<file path="config.mk">
export PLATFORM = sky130hd
export DESIGN_NAME = operand_fetch
export DESIGN_NICKNAME = d
export VERILOG_FILES = /design/src/rtl/cpu_pkg.sv /design/src/rtl/scoreboard.sv /design/src/rtl/operand_fetch.sv
export SDC_FILE = /design/constraint.sdc
export NUM_CORES = 1
export LEC_CHECK = 0
export ABC_AREA = 1
export BUFFER_PORTS_ARGS = -buffer_cell sky130_fd_sc_hd__clkbuf_2
export CORE_ASPECT_RATIO = 1.75
export CORE_MARGIN = 2
export CORE_UTILIZATION = 50
export CTS_CLUSTER_DIAMETER = 30
export DETAILED_ROUTE_END_ITERATION = 12
export PLACE_DENSITY = 0.78
export SYNTH_ARGS = -nofsm -noshare
export SYNTH_HDL_FRONTEND = slang
export SYNTH_HIERARCHICAL = 1
export SYNTH_SLANG_ARGS = --single-unit
</file>
<file path="constraint.sdc">
create_clock -name clk -period 2.8 [get_ports clk]
set_input_delay 0.56 -clock clk [delete_from_list [all_inputs] [get_ports clk]]
set_output_delay 0.56 -clock clk [all_outputs]
set_load 0.005 [all_outputs]
</file>
<file path="src/rtl/cpu_pkg.sv">
// Shared CPU datapath constants and types used by operand_fetch and regfile.
// Also holds the operand-fetch state encoding and the scoreboard query helper.
package cpu_pkg;

  localparam int REG_ADDR_W = 5;
  localparam int DATA_W     = 16;
  localparam int NUM_REGS   = 32;

  typedef logic [REG_ADDR_W-1:0] reg_idx_t;

  typedef enum logic {
    EMPTY = 1'b0,
    FULL  = 1'b1
  } of_state_t;

  // A register still blocks issue if it is busy and is not being written back this cycle.
  function automatic logic still_busy(input logic [NUM_REGS-1:0] busy,
                                      input reg_idx_t            idx,
                                      input logic                wb_valid,
                                      input reg_idx_t            wb_addr);
    return busy[idx] && !(wb_valid && (wb_addr == idx));
  endfunction

endpackage

</file>
<file path="src/rtl/scoreboard.sv">
// Per-register busy bits for outstanding writes; register 0 is never tracked.
// A set and a clear of the same index in one cycle leaves the bit set.
module scoreboard
  import cpu_pkg::*;
(
  input  logic                clk,
  input  logic                reset,
  input  logic                set_en,
  input  reg_idx_t            set_idx,
  input  logic                clr_en,
  input  reg_idx_t            clr_idx,
  output logic [NUM_REGS-1:0] busy
);

  logic [NUM_REGS-1:1] busy_q;

  always_ff @(posedge clk) begin
    if (reset) begin
      busy_q <= '0;
    end else begin
      for (int r = 1; r < NUM_REGS; r++) begin
        if (set_en && (set_idx == reg_idx_t'(r))) begin
          busy_q[r] <= 1'b1;
        end else if (clr_en && (clr_idx == reg_idx_t'(r))) begin
          busy_q[r] <= 1'b0;
        end
      end
    end
  end

  assign busy = {busy_q, 1'b0};

endmodule

</file>
<file path="src/rtl/operand_fetch.sv">
// Operand-fetch stage: issues regfile reads on accept and presents operands one
// cycle later, stalling any instruction whose sources or destination are still busy.
module operand_fetch
  import cpu_pkg::*;
#(
  parameter int OP_W = 8
) (
  input  logic              clk,
  input  logic              reset,
  input  logic              in_valid,
  output logic              in_ready,
  input  reg_idx_t          in_a_addr,
  input  reg_idx_t          in_b_addr,
  input  logic              in_use_a,
  input  logic              in_use_b,
  input  reg_idx_t          in_dst_addr,
  input  logic              in_writes,
  input  logic [OP_W-1:0]   in_op,
  output logic              rf_read_a,
  output logic              rf_read_b,
  output reg_idx_t          rf_a_addr,
  output reg_idx_t          rf_b_addr,
  input  logic [DATA_W-1:0] rf_a_out,
  input  logic [DATA_W-1:0] rf_b_out,
  input  logic              wb_valid,
  input  reg_idx_t          wb_addr,
  output logic              out_valid,
  input  logic              out_ready,
  output logic [DATA_W-1:0] out_a,
  output logic [DATA_W-1:0] out_b,
  output reg_idx_t          out_dst_addr,
  output logic              out_writes,
  output logic [OP_W-1:0]   out_op
);

  of_state_t           state;
  reg_idx_t            a_addr_q;
  reg_idx_t            b_addr_q;
  logic                use_a_q;
  logic                use_b_q;
  logic [NUM_REGS-1:0] busy;
  logic                hazard;
  logic                fire;
  logic                accept;

  assign hazard = (in_use_a  && still_busy(busy, in_a_addr,   wb_valid, wb_addr)) ||
                  (in_use_b  && still_busy(busy, in_b_addr,   wb_valid, wb_addr)) ||
                  (in_writes && still_busy(busy, in_dst_addr, wb_valid, wb_addr));

  assign out_valid = (state == FULL);
  assign fire      = out_valid && out_ready;
  assign in_ready  = !reset && !hazard && ((state == EMPTY) || fire);
  assign accept    = in_valid && in_ready;

  assign rf_read_a = accept && in_use_a;
  assign rf_read_b = accept && in_use_b;
  assign rf_a_addr = in_a_addr;
  assign rf_b_addr = in_b_addr;

  // The regfile holds its registered read data while we are stalled, so operands pass straight through.
  assign out_a = (out_valid && use_a_q && (a_addr_q != '0)) ? rf_a_out : '0;
  assign out_b = (out_valid && use_b_q && (b_addr_q != '0)) ? rf_b_out : '0;

  always_ff @(posedge clk) begin
    if (reset) begin
      state        <= EMPTY;
      a_addr_q     <= '0;
      b_addr_q     <= '0;
      use_a_q      <= 1'b0;
      use_b_q      <= 1'b0;
      out_dst_addr <= '0;
      out_writes   <= 1'b0;
      out_op       <= '0;
    end else if (accept) begin
      state        <= FULL;
      a_addr_q     <= in_a_addr;
      b_addr_q     <= in_b_addr;
      use_a_q      <= in_use_a;
      use_b_q      <= in_use_b;
      out_dst_addr <= in_dst_addr;
      out_writes   <= in_writes;
      out_op       <= in_op;
    end else if (fire) begin
      state <= EMPTY;
    end
  end

  scoreboard u_scoreboard (
    .clk     (clk),
    .reset   (reset),
    .set_en  (accept && in_writes),
    .set_idx (in_dst_addr),
    .clr_en  (wb_valid),
    .clr_idx (wb_addr),
    .busy    (busy)
  );

endmodule
</file>
==> Word-level counts from Yosys, hierarchy flattened <==
Cells that the tools add are included.
W data, S select, Z words.
{ "classes": {"n_addsub": 0, "n_bitwise": 1, "muxes": 72, "n_lt_le_gt_ge": 3, "n_shift": 0, "mul": 0, "n_eq_ne": 65, "n_div": 0, "reduce_logical": 124} }
{ "ops": {"columns": ["op", "count"], "rows": [
  ["$eq A5 B5 Y1 const B", 32],
  ["$logic_and A1 B1 Y1", 82],
  ["$eq A5 B4 Y1 const B", 16],
  ["$mux W1", 67],
  ["$reduce_bool A2 Y1", 32],
  ["$eq A5 B3 Y1 const B", 8],
  ["$mux W16", 2],
  ["$eq A5 B2 Y1 const B", 4],
  ["$lt A5 B6 Y1 const B", 3],
  ["$bmux W1 S5", 3],
  ["$eq A5 B5 Y1", 3],
  ["$eq A5 B1 Y1 const B", 2],
  ["$reduce_bool A5 Y1", 2],
  ["$logic_not A1 Y1", 5],
  ["$logic_or A1 B1 Y1", 3],
  ["$not A1 Y1", 1]
]} }
{ "totals": {"word_cells": 304, "out_inout_bits": 60, "mem_count": 0, "ramBits": 0, "inputBits": 68, "regBits": 58, "latchBits": 0, "romBits": 0} }

==> Logic depth before layout (Yosys ltp) <==
Gate-level depths: netlist of run 1.
{ "depth": {"word_depth": 14, "depth_mapped": 18, "ltp_nobuf": 15} }

==> By module <==
The synthesis of run 1 kept the hierarchy.
{ "by_module_without_submodules": {"columns": ["module", "area_per_inst_um2", "cells_each", "seq_area_each_um2", "n_inst"], "rows": [
  ["operand_fetch", 2717.6, 489, 540.5, 1],
  ["scoreboard", 1450.1, 215, 620.6, 1]
]} }

==> Worst setup path before layout of run 1 <==
Ideal clock, no wire load.
{ "synth_path": {"path_type": "input port to output port", "startpoint": "input in_b_addr[1]", "endpoint": "output rf_read_a", "path_stages": 13, "path_slack_ns": 0.539, "arrival_ns": 1.701, "n_path_buf": 2, "cell_sequence": "buf_4 > inv_1 > buf_4 > nor2_1 > nand2_1 > nand3_1 > nand3_1 > nand3_1 > nand3_1 > nand2_2 > nor2_8 > nand3_1 > inv_1"} }
{ "synth_via": {"elab_chain_cells": 12, "elab_cells_between_ends": 14, "classes_between": "1 x eq/ne; 2 x mux; 11 x reduce/logical"} }
{ "synth_rtl": {"columns": ["item", "line", "source"], "rows": [
  ["start: declaration", "operand_fetch.sv:13", "input reg_idx_t in_b_addr,"],
  ["parallel branches: the longest is 3 deep, another holds $bmux W1 S5", null, null],
  ["$logic_and A1 B1 Y1 (*)", "cpu_pkg.sv:21", "return busy[idx] && !(wb_valid && (wb_addr == idx));"],
  ["$logic_and A1 B1 Y1 (*)", "operand_fetch.sv:47", "(in_use_b && still_busy(busy, in_b_addr, wb_valid, wb_addr)) ||"],
  ["$logic_or A1 B1 Y1 (*)", "operand_fetch.sv:46", "assign hazard = (in_use_a && still_busy(busy, in_a_addr, wb_valid, wb_addr)) ||"],
  ["$logic_or A1 B1 Y1 (*)", "operand_fetch.sv:47", null],
  ["$logic_not A1 Y1 (*)", "operand_fetch.sv:52", "assign in_ready = !reset && !hazard && ((state == EMPTY) || fire);"],
  ["$logic_and A1 B1 Y1 (*) (2 in series)", "operand_fetch.sv:52", null],
  ["$logic_and A1 B1 Y1 (*)", "operand_fetch.sv:53", "assign accept = in_valid && in_ready;"],
  ["$logic_and A1 B1 Y1 (*)", "operand_fetch.sv:55", "assign rf_read_a = accept && in_use_a;"],
  ["end: declaration", "operand_fetch.sv:19", "output logic rf_read_a,"]
]} }
Every way passes the cells marked *. The select of a mux whose other input is x is not followed.

==> Worst setup path after layout of run 1 <==
{ "layout_path": {"startpoint": "register b_addr_q[1]", "endpoint": "output out_b[8]"} }
{ "layout_via": {"elab_chain_cells": 3} }
{ "layout_rtl": {"columns": ["item", "line", "source"], "rows": [
  ["start: declaration", "operand_fetch.sv:38", "reg_idx_t b_addr_q;"],
  ["start signal: assignment", "operand_fetch.sv:77", "b_addr_q <= in_b_addr;"],
  ["$reduce_bool A5 Y1", "operand_fetch.sv:62", "assign out_b = (out_valid && use_b_q && (b_addr_q != '0)) ? rf_b_out : '0;"],
  ["$logic_and A1 B1 Y1", "operand_fetch.sv:62", null],
  ["$mux W16", "operand_fetch.sv:62", null],
  ["end: declaration", "operand_fetch.sv:30", "output logic [DATA_W-1:0] out_b,"]
]} }
No other way between the ends.

==> results of run 1 <==
path summary, 6_finish.rpt:
kind              cells after the start                                  from                                   end  slack (ps)
setup / recovery                      5              b_addr_q[1]$_SDFFE_PP0P_                              out_b[8]         200
hold / removal                        2              b_addr_q[3]$_SDFFE_PP0P_              b_addr_q[3]$_SDFFE_PP0P_         460
hold reg to reg                       2              b_addr_q[3]$_SDFFE_PP0P_              b_addr_q[3]$_SDFFE_PP0P_         460
setup reg to reg                     15  u_scoreboard/busy_q[19]$_SDFFE_PP0P_  u_scoreboard/busy_q[27]$_SDFFE_PP0P_         640
placed cells by master (no fill, tap or decap), drive strengths merged:
cell and n:
o211ai 10, or3 2, nand2 195, o311ai 2, o21ai 4, conb 1, xor2 3, clkbuf 137
o22ai 8, nand3 137, nor2 75, buf 17, clkinv 6, clkinvlp 1, dfxtp 58, inv 99
a21oi 61
layout make-up:
class                           instances  area (um2)
Fill cell                             832        3190
Multi-Input combinational cell        498        2290
Sequential cell                        58        1160
Timing Repair Buffer                  144         801
Inverter                              102         388
Clock buffer                           10         239
Tap cell                               92         115
Clock inverter                          4        20.0
state kept, by name (all words and copies together), names as in the netlist:
register and flops:
u_scoreboard/busy_q 31, use_a_q 1, b_addr_q 5, use_b_q 1
out_writes 1, out_op 8, out_valid 1, a_addr_q 5
out_dst_addr 5
cells in the mapped netlist, drive strengths merged:
| library cell | instances | area share, % |
|---|---|---|
| nand2 | 195 | 18 |
| nand3 | 137 | 16 |
| conb | 1 | 0.090 |
| a21oi | 61 | 7.4 |
| o21ai | 4 | 0.48 |
| buf | 38 | 7.3 |
| xor2 | 3 | 0.63 |
| o311ai | 2 | 0.78 |
| clkbuf | 8 | 0.72 |
| o211ai | 10 | 1.8 |
| clkinv | 2 | 0.21 |
| or3 | 2 | 0.30 |
| dfxtp | 58 | 28 |
| inv | 100 | 9.0 |
| o22ai | 8 | 1.2 |
| nor2 | 75 | 7.9 |
metal layers:
| metal | global-route usage, % | vias to the layer above | share of wire (%) |
|---|---|---|---|
| met4 | 20.5 | 0 | 6.4 |
| met5 | 0 | - | 0 |
| li1 | - | 2442 | - |
| met3 | 5.26 | 77 | 7.1 |
| met2 | 59.8 | 305 | 53 |
| met1 | 31.5 | 2221 | 33 |
critical path, cell delays in order, from the launching register on:
cell      delay, ps
dfxtp_1         300
or3_1           420
o311ai_2        560
buf_4           280
nor2_1           50
clkbuf_2        110
logic make-up (layout without fill, tap and decap cells):
group | after synthesis | count (layout) | synth area share (%)
AO/OA/AOI/OAI | 85 | 85 | 11.7
XOR/XNOR | 3 | 3 | 0.631
flip-flops | 58 | 58 | 27.9
buffers and inverters | 148 | 260 | 17.2
AND/OR/NAND/NOR | 409 | 409 | 42.5
other | 1 | 1 | 0.0900
per-stage QoR:
stage                     cells  utilization [%]  instance area, um2  worst slack, ps  hold WS [ps]
after floorplan             704                -                4170              539           433
after global placement      894             57.9                4750              138           445
after detailed placement    894             57.9                4750              153           452
after CTS                   908             61.1                5010              151           459
after global routing        908             61.1                5010             9.12           470
final                       908             61.1                5010              202           455
power groups by stage:
stage,combinational [mW],clock (mW),sequential (mW)
finish,0.429,0.950,0.856
global route,0.468,0.999,0.857
CTS,0.421,0.966,0.856
detailed placement,0.419,0,0.873
global placement,0.416,0,0.872
floorplan,0.272,0,0.871
repair_timing:
item / 4_1_cts / 5_1_grt
resized for setup: 0 / 1
setup endpoints to repair: 0 / 2
hold buffers: 0 / 0
==> metrics.csv, run 1 <==
stage;metric;value;unit
timing;period utilization;92.8;%
floorplanning;DIE WIDTH;73.0;um
power;switching share of total power;28.5;%
worst_setup_path;CP Launch Type;register;
floorplanning;Boundary Pins;128;
synthesis;Seq/Total Area, Yosys;27.9;%
global_routing;largest net degree at the start of global routing;59;
floorplanning;die area;9110;um2
timing;RSZ-0062 raised after global routing;no;
synthesis;synthesized cell area;4170;um2
worst_setup_path;Worst EP arrival;2040;ps
clock_network;H-tree levels;3;
global_routing;antenna violations before repair;0;
clock_network;CTS tree;done;
worst_hold_path;Hold Crit Class;reg -> reg;
global_routing;Total GRT Usage;32.4;%
timing;Tmin final;2600;ps
worst_setup_path;maximum net fanout on the critical path;10;
worst_setup_path;Worst Path Required;2240;ps
drt;drt wl/cell;16.3;um
drt;Initial DRT Pass Iterations;5;
power;Worst IR Drop VDD;0.375;mV
drt;Detailed Route WL;14.8;mm
synthesis;Synth Instances;704;
drt;Vias/cell;5.56;
clock_network;Root Driver;clkbuf_16;
power;Pwr per Cell Area;446;nW/um2
job;max_cap viols;0;
timing;worst slew pin tran;691;ps
floorplanning;Core Rows;44;
final_layout;Inserted Diodes;0;
clock_network;Skew-Pair Late Insertion Delay;330;ps
final_layout;layout cell share with drive strength beyond 1;22.2;%
clock_network;Max clock buf depth;2;
power;Gate power share;19.2;%
final_layout;area growth from synthesis to final layout;20.3;%
power;Power Total;2.24;mW
final_layout;fin nets;881;
synthesis;syn avg cell area;5.92;um2
floorplanning;Chip Height;125;um
timing;# setup viols final;0;
worst_setup_path;CP Capture Type;output pin;
synthesis;post-synth cell types;27;
timing;FMAX;0.385;GHz
drt;Starting DRT DRC Count;364;
timing;Worst Clk Skew;6.90;ps
synthesis;Yosys warning count;6;
global_routing;vias in the first global route;4687;
placement;global placement routability congestion;1.04;
timing;Slew Limit Fails;0;
clock_network;Setup Fix Bufs, Post-CTS;0;
timing;final total negative setup slack;0;ps
power;clock network power share;42.5;%
drt;DRT antenna net count;0;
floorplanning;Initial Util;50.8;%
power;P_int;1.60;mW
timing;Rel. slew slack;53.9;%
power;P_leak;2.52;nW
clock_network;CTS Buf Count;9;
drt;DR vias;5045;
clock_network;Clock transition at path regs;50;ps
global_routing;first-pass GRT wire length;22.6;mm
worst_setup_path;Worst Path Class, Setup;reg -> out;
synthesis;#FFs+latches synth;58;
timing;Final Hold Viols;0;
synthesis;syn_nets;772;
clock_network;Sink Count;58;
placement;# port buffers;127;
global_routing;total congestion overflow;0;
power;P_sw;0.638;mW
floorplanning;Core Box Area;8200;um2
placement;Final HPWL DP;11.7;mm
run_status;status;finished clean;
drt;DRC violations left;0;
power;Flop pwr share;38.3;%
No activity file was read; power rests on OpenSTA's default activity.
==> run 2: changes to the inputs <==
--- a/config.mk
+++ b/config.mk
@@ -7,12 +7,13 @@
 export LEC_CHECK = 0
 export ABC_AREA = 1
 export BUFFER_PORTS_ARGS = -buffer_cell sky130_fd_sc_hd__clkbuf_2
-export CORE_ASPECT_RATIO = 1.75
+export CELL_PAD_IN_SITES_DETAIL_PLACEMENT = 1
+export CELL_PAD_IN_SITES_GLOBAL_PLACEMENT = 2
 export CORE_MARGIN = 2
-export CORE_UTILIZATION = 50
+export CORE_UTILIZATION = 26
 export CTS_CLUSTER_DIAMETER = 30
 export DETAILED_ROUTE_END_ITERATION = 12
-export PLACE_DENSITY = 0.78
+export PLACE_DENSITY = 0.81
 export SYNTH_ARGS = -nofsm -noshare
 export SYNTH_HDL_FRONTEND = slang
 export SYNTH_HIERARCHICAL = 1
==> run 2 against run 1 <==
Register-to-register slack barely moved. Worst hold slack gained 2.7 ps. Highest routed layer unchanged. Critical path type is now in -> out. Die area is 87% higher. Final cell count increased by 14%.
==> metrics.csv, run 2 (same netlist as run 1, synthesis figures left out) <==
stage;metric;value;unit
run_status;status;finished clean;
worst_setup_path;Worst EP arrival;2090;ps
final_layout;layout cell share with drive strength beyond 1;23.0;%
power;P_leak;2.54;nW
clock_network;CTS Buf Count;9;
worst_setup_path;CP max stage delay;220;ps
final_layout;commonest non-fill, non-tap cell in the layout;nand2_1;
timing;Worst Clk Skew;3.86;ps
worst_setup_path;CP delay by family, top;buffers and inverters;
worst_setup_path;Worst path slowest cell;clkbuf_4;
timing;Slew Limit Fails;0;
floorplanning;Chip Height;131;um
worst_setup_path;most frequent CP cell;nand3_1;
clock_network;Skew-Pair Late Insertion Delay;340;ps
clock_network;hold buffer count at CTS;0;
global_routing;total congestion overflow;0;
timing;Rel. slew slack;49.7;%
worst_setup_path;CP cell instances;clkbuf_4 -> clkinvlp_4 -> buf_4 -> nor2_1 -> nand2_1 -> nand3_1 -> nand3_1 -> nand3_1 -> nand3_1 -> nand2_2 -> nor2_8 -> buf_6 -> clkbuf_2;
timing;# setup viols final;0;
job;max_cap viols;0;
power;Worst IR Drop VDD;0.277;mV
drt;drt wl/cell;16.8;um
worst_setup_path;maximum net fanout on the critical path;9;
global_routing;first-pass GRT wire length;26.5;mm
timing;Final Hold Viols;0;
worst_setup_path;crit path to;in_ready;
floorplanning;Initial Util;26.4;%
drt;DRC violations left;0;
timing;final total negative setup slack;0;ps
worst_setup_path;reg2reg end;u_scoreboard/busy_q[26]$_SDFFE_PP0P_;
worst_setup_path;CP Capture Type;output pin;
clock_network;Root Driver;clkbuf_16;
worst_setup_path;Buf+Inv Stages, Crit Path;5;
worst_setup_path;Levels on crit path;13;
floorplanning;Boundary Pins;128;
final_layout;fin nets;886;
global_routing;Total GRT Usage;20.6;%
final_layout;max reg flops;31;
floorplanning;die area;17100;um2
worst_setup_path;CP Launch Type;input pin;
clock_network;Clock transition at path regs;50;ps
drt;DRT antenna net count;0;
worst_hold_path;Hold Crit Class;reg -> reg;
floorplanning;Core Box Area;15800;um2
final_layout;biggest regs;u_scoreboard/busy_q: 31 flops, out_op: 8 flops;
timing;worst slew pin tran;754;ps
worst_setup_path;worst setup path startpoint;in_dst_addr[1];
floorplanning;Core Rows;46;
final_layout;design area;5230;um2
placement;Final HPWL DP;13.2;mm
clock_network;Max clock buf depth;2;
drt;Initial DRT Pass Iterations;5;
power;Pwr per Cell Area;454;nW/um2
floorplanning;DIE WIDTH;131;um
final_layout;area growth from synthesis to final layout;25.5;%
drt;Starting DRT DRC Count;389;
worst_setup_path;R2R Setup Slk;640;ps
final_layout;most frequent cells in the layout;nand2_1, nand3_1, clkbuf_2, inv_1, nor2_1;
timing;period utilization;94.5;%
drt;DR vias;4987;
worst_setup_path;Worst Path Class, Setup;in -> out;
drt;Vias/cell;4.80;
final_layout;Fillers;2155;
clock_network;Sink Count;58;
placement;Placed Cells;1022;
final_layout;area taken by multi-input logic gates;2290;um2
timing;Tmin final;2650;ps
clock_network;CTS tree;done;
placement;# port buffers;127;
placement;Placed Area;4910;um2
placement;global placement routability congestion;0.861;
worst_setup_path;Worst R2R Start;u_scoreboard/busy_q[11]$_SDFFE_PP0P_;
global_routing;antenna violations before repair;0;
timing;RSZ-0062 raised after global routing;no;
worst_setup_path;Worst Reg-to-Reg Cells;15;
final_layout;Storage cell area;1160;um2
global_routing;vias in the first global route;4790;
global_routing;largest net degree at the start of global routing;59;
final_layout;Biggest register;u_scoreboard/busy_q;
final_layout;Inserted Diodes;0;
final_layout;Finished Layout Cells;1038;
worst_setup_path;Worst Path Required;2240;ps
clock_network;H-tree levels;3;
drt;Detailed Route WL;17.4;mm
timing;FMAX;0.378;GHz
==> run 2: through the flow <==
stage	utilization, %	hold WS [ps]	total power, mW	setup WS, ps
after CTS	33.0	460	2.39	81.0
after floorplan	-	433	1.14	539
final	33.2	458	2.37	153
after global placement	31.1	449	1.30	96.9
after detailed placement	31.1	452	1.30	88.8
after global routing	33.2	476	2.50	6.65
==> run 2: timing repair <==
item,4_1_cts,5_1_grt
endpoints found under the hold margin,0,0
setup endpoints to repair,0,3
buffers inserted,0,1
resized for setup,0,7
==> run 2: tightest hold or removal path, cell delays in order, from the launching register on <==
cell	delay [ps]
dfxtp_1	300
nand2_1	60
a21oi_1	50
==> run 2: power breakdown <==
group          switching (mW)  internal (mW)  total (mW)
clock                   0.394          0.686        1.08
sequential             0.0108          0.845       0.856
combinational           0.283          0.153       0.436
==> run 2: worst min path at each step <==
stage / start / depth (start not counted) / end / slack, ps
after floorplan: u_scoreboard/busy_q[31]$_SDFFE_PP0P_ / 2 / u_scoreboard/busy_q[31]$_SDFFE_PP0P_ / 430
after global placement: out_op[4]$_SDFFE_PP0P_ / 2 / out_op[4]$_SDFFE_PP0P_ / 450
after detailed placement: u_scoreboard/busy_q[15]$_SDFFE_PP0P_ / 2 / u_scoreboard/busy_q[15]$_SDFFE_PP0P_ / 450
after CTS: u_scoreboard/busy_q[15]$_SDFFE_PP0P_ / 2 / u_scoreboard/busy_q[15]$_SDFFE_PP0P_ / 460
after global routing: u_scoreboard/busy_q[15]$_SDFFE_PP0P_ / 2 / u_scoreboard/busy_q[15]$_SDFFE_PP0P_ / 480
final: b_addr_q[1]$_SDFFE_PP0P_ / 2 / b_addr_q[1]$_SDFFE_PP0P_ / 460
==> run 2: metal layers <==
metal	vias to the layer above	global-route usage, %	wire length, um
met5	-	0	0
met4	0	5.57	201
met3	13	3.75	823
met2	112	32.9	8260
met1	2404	28.6	8110
li1	2458	-	-
==> run 2: layout make-up <==
| class | instances | area share [%] |
|---|---|---|
| multi-input combinational | 498 | 43.9 |
| sequential | 58 | 22.2 |
| timing repair buffer | 149 | 15.7 |
| inverter | 102 | 7.51 |
| clock buffer | 13 | 5.36 |
| tap | 216 | 5.17 |
| clock inverter | 2 | 0.191 |
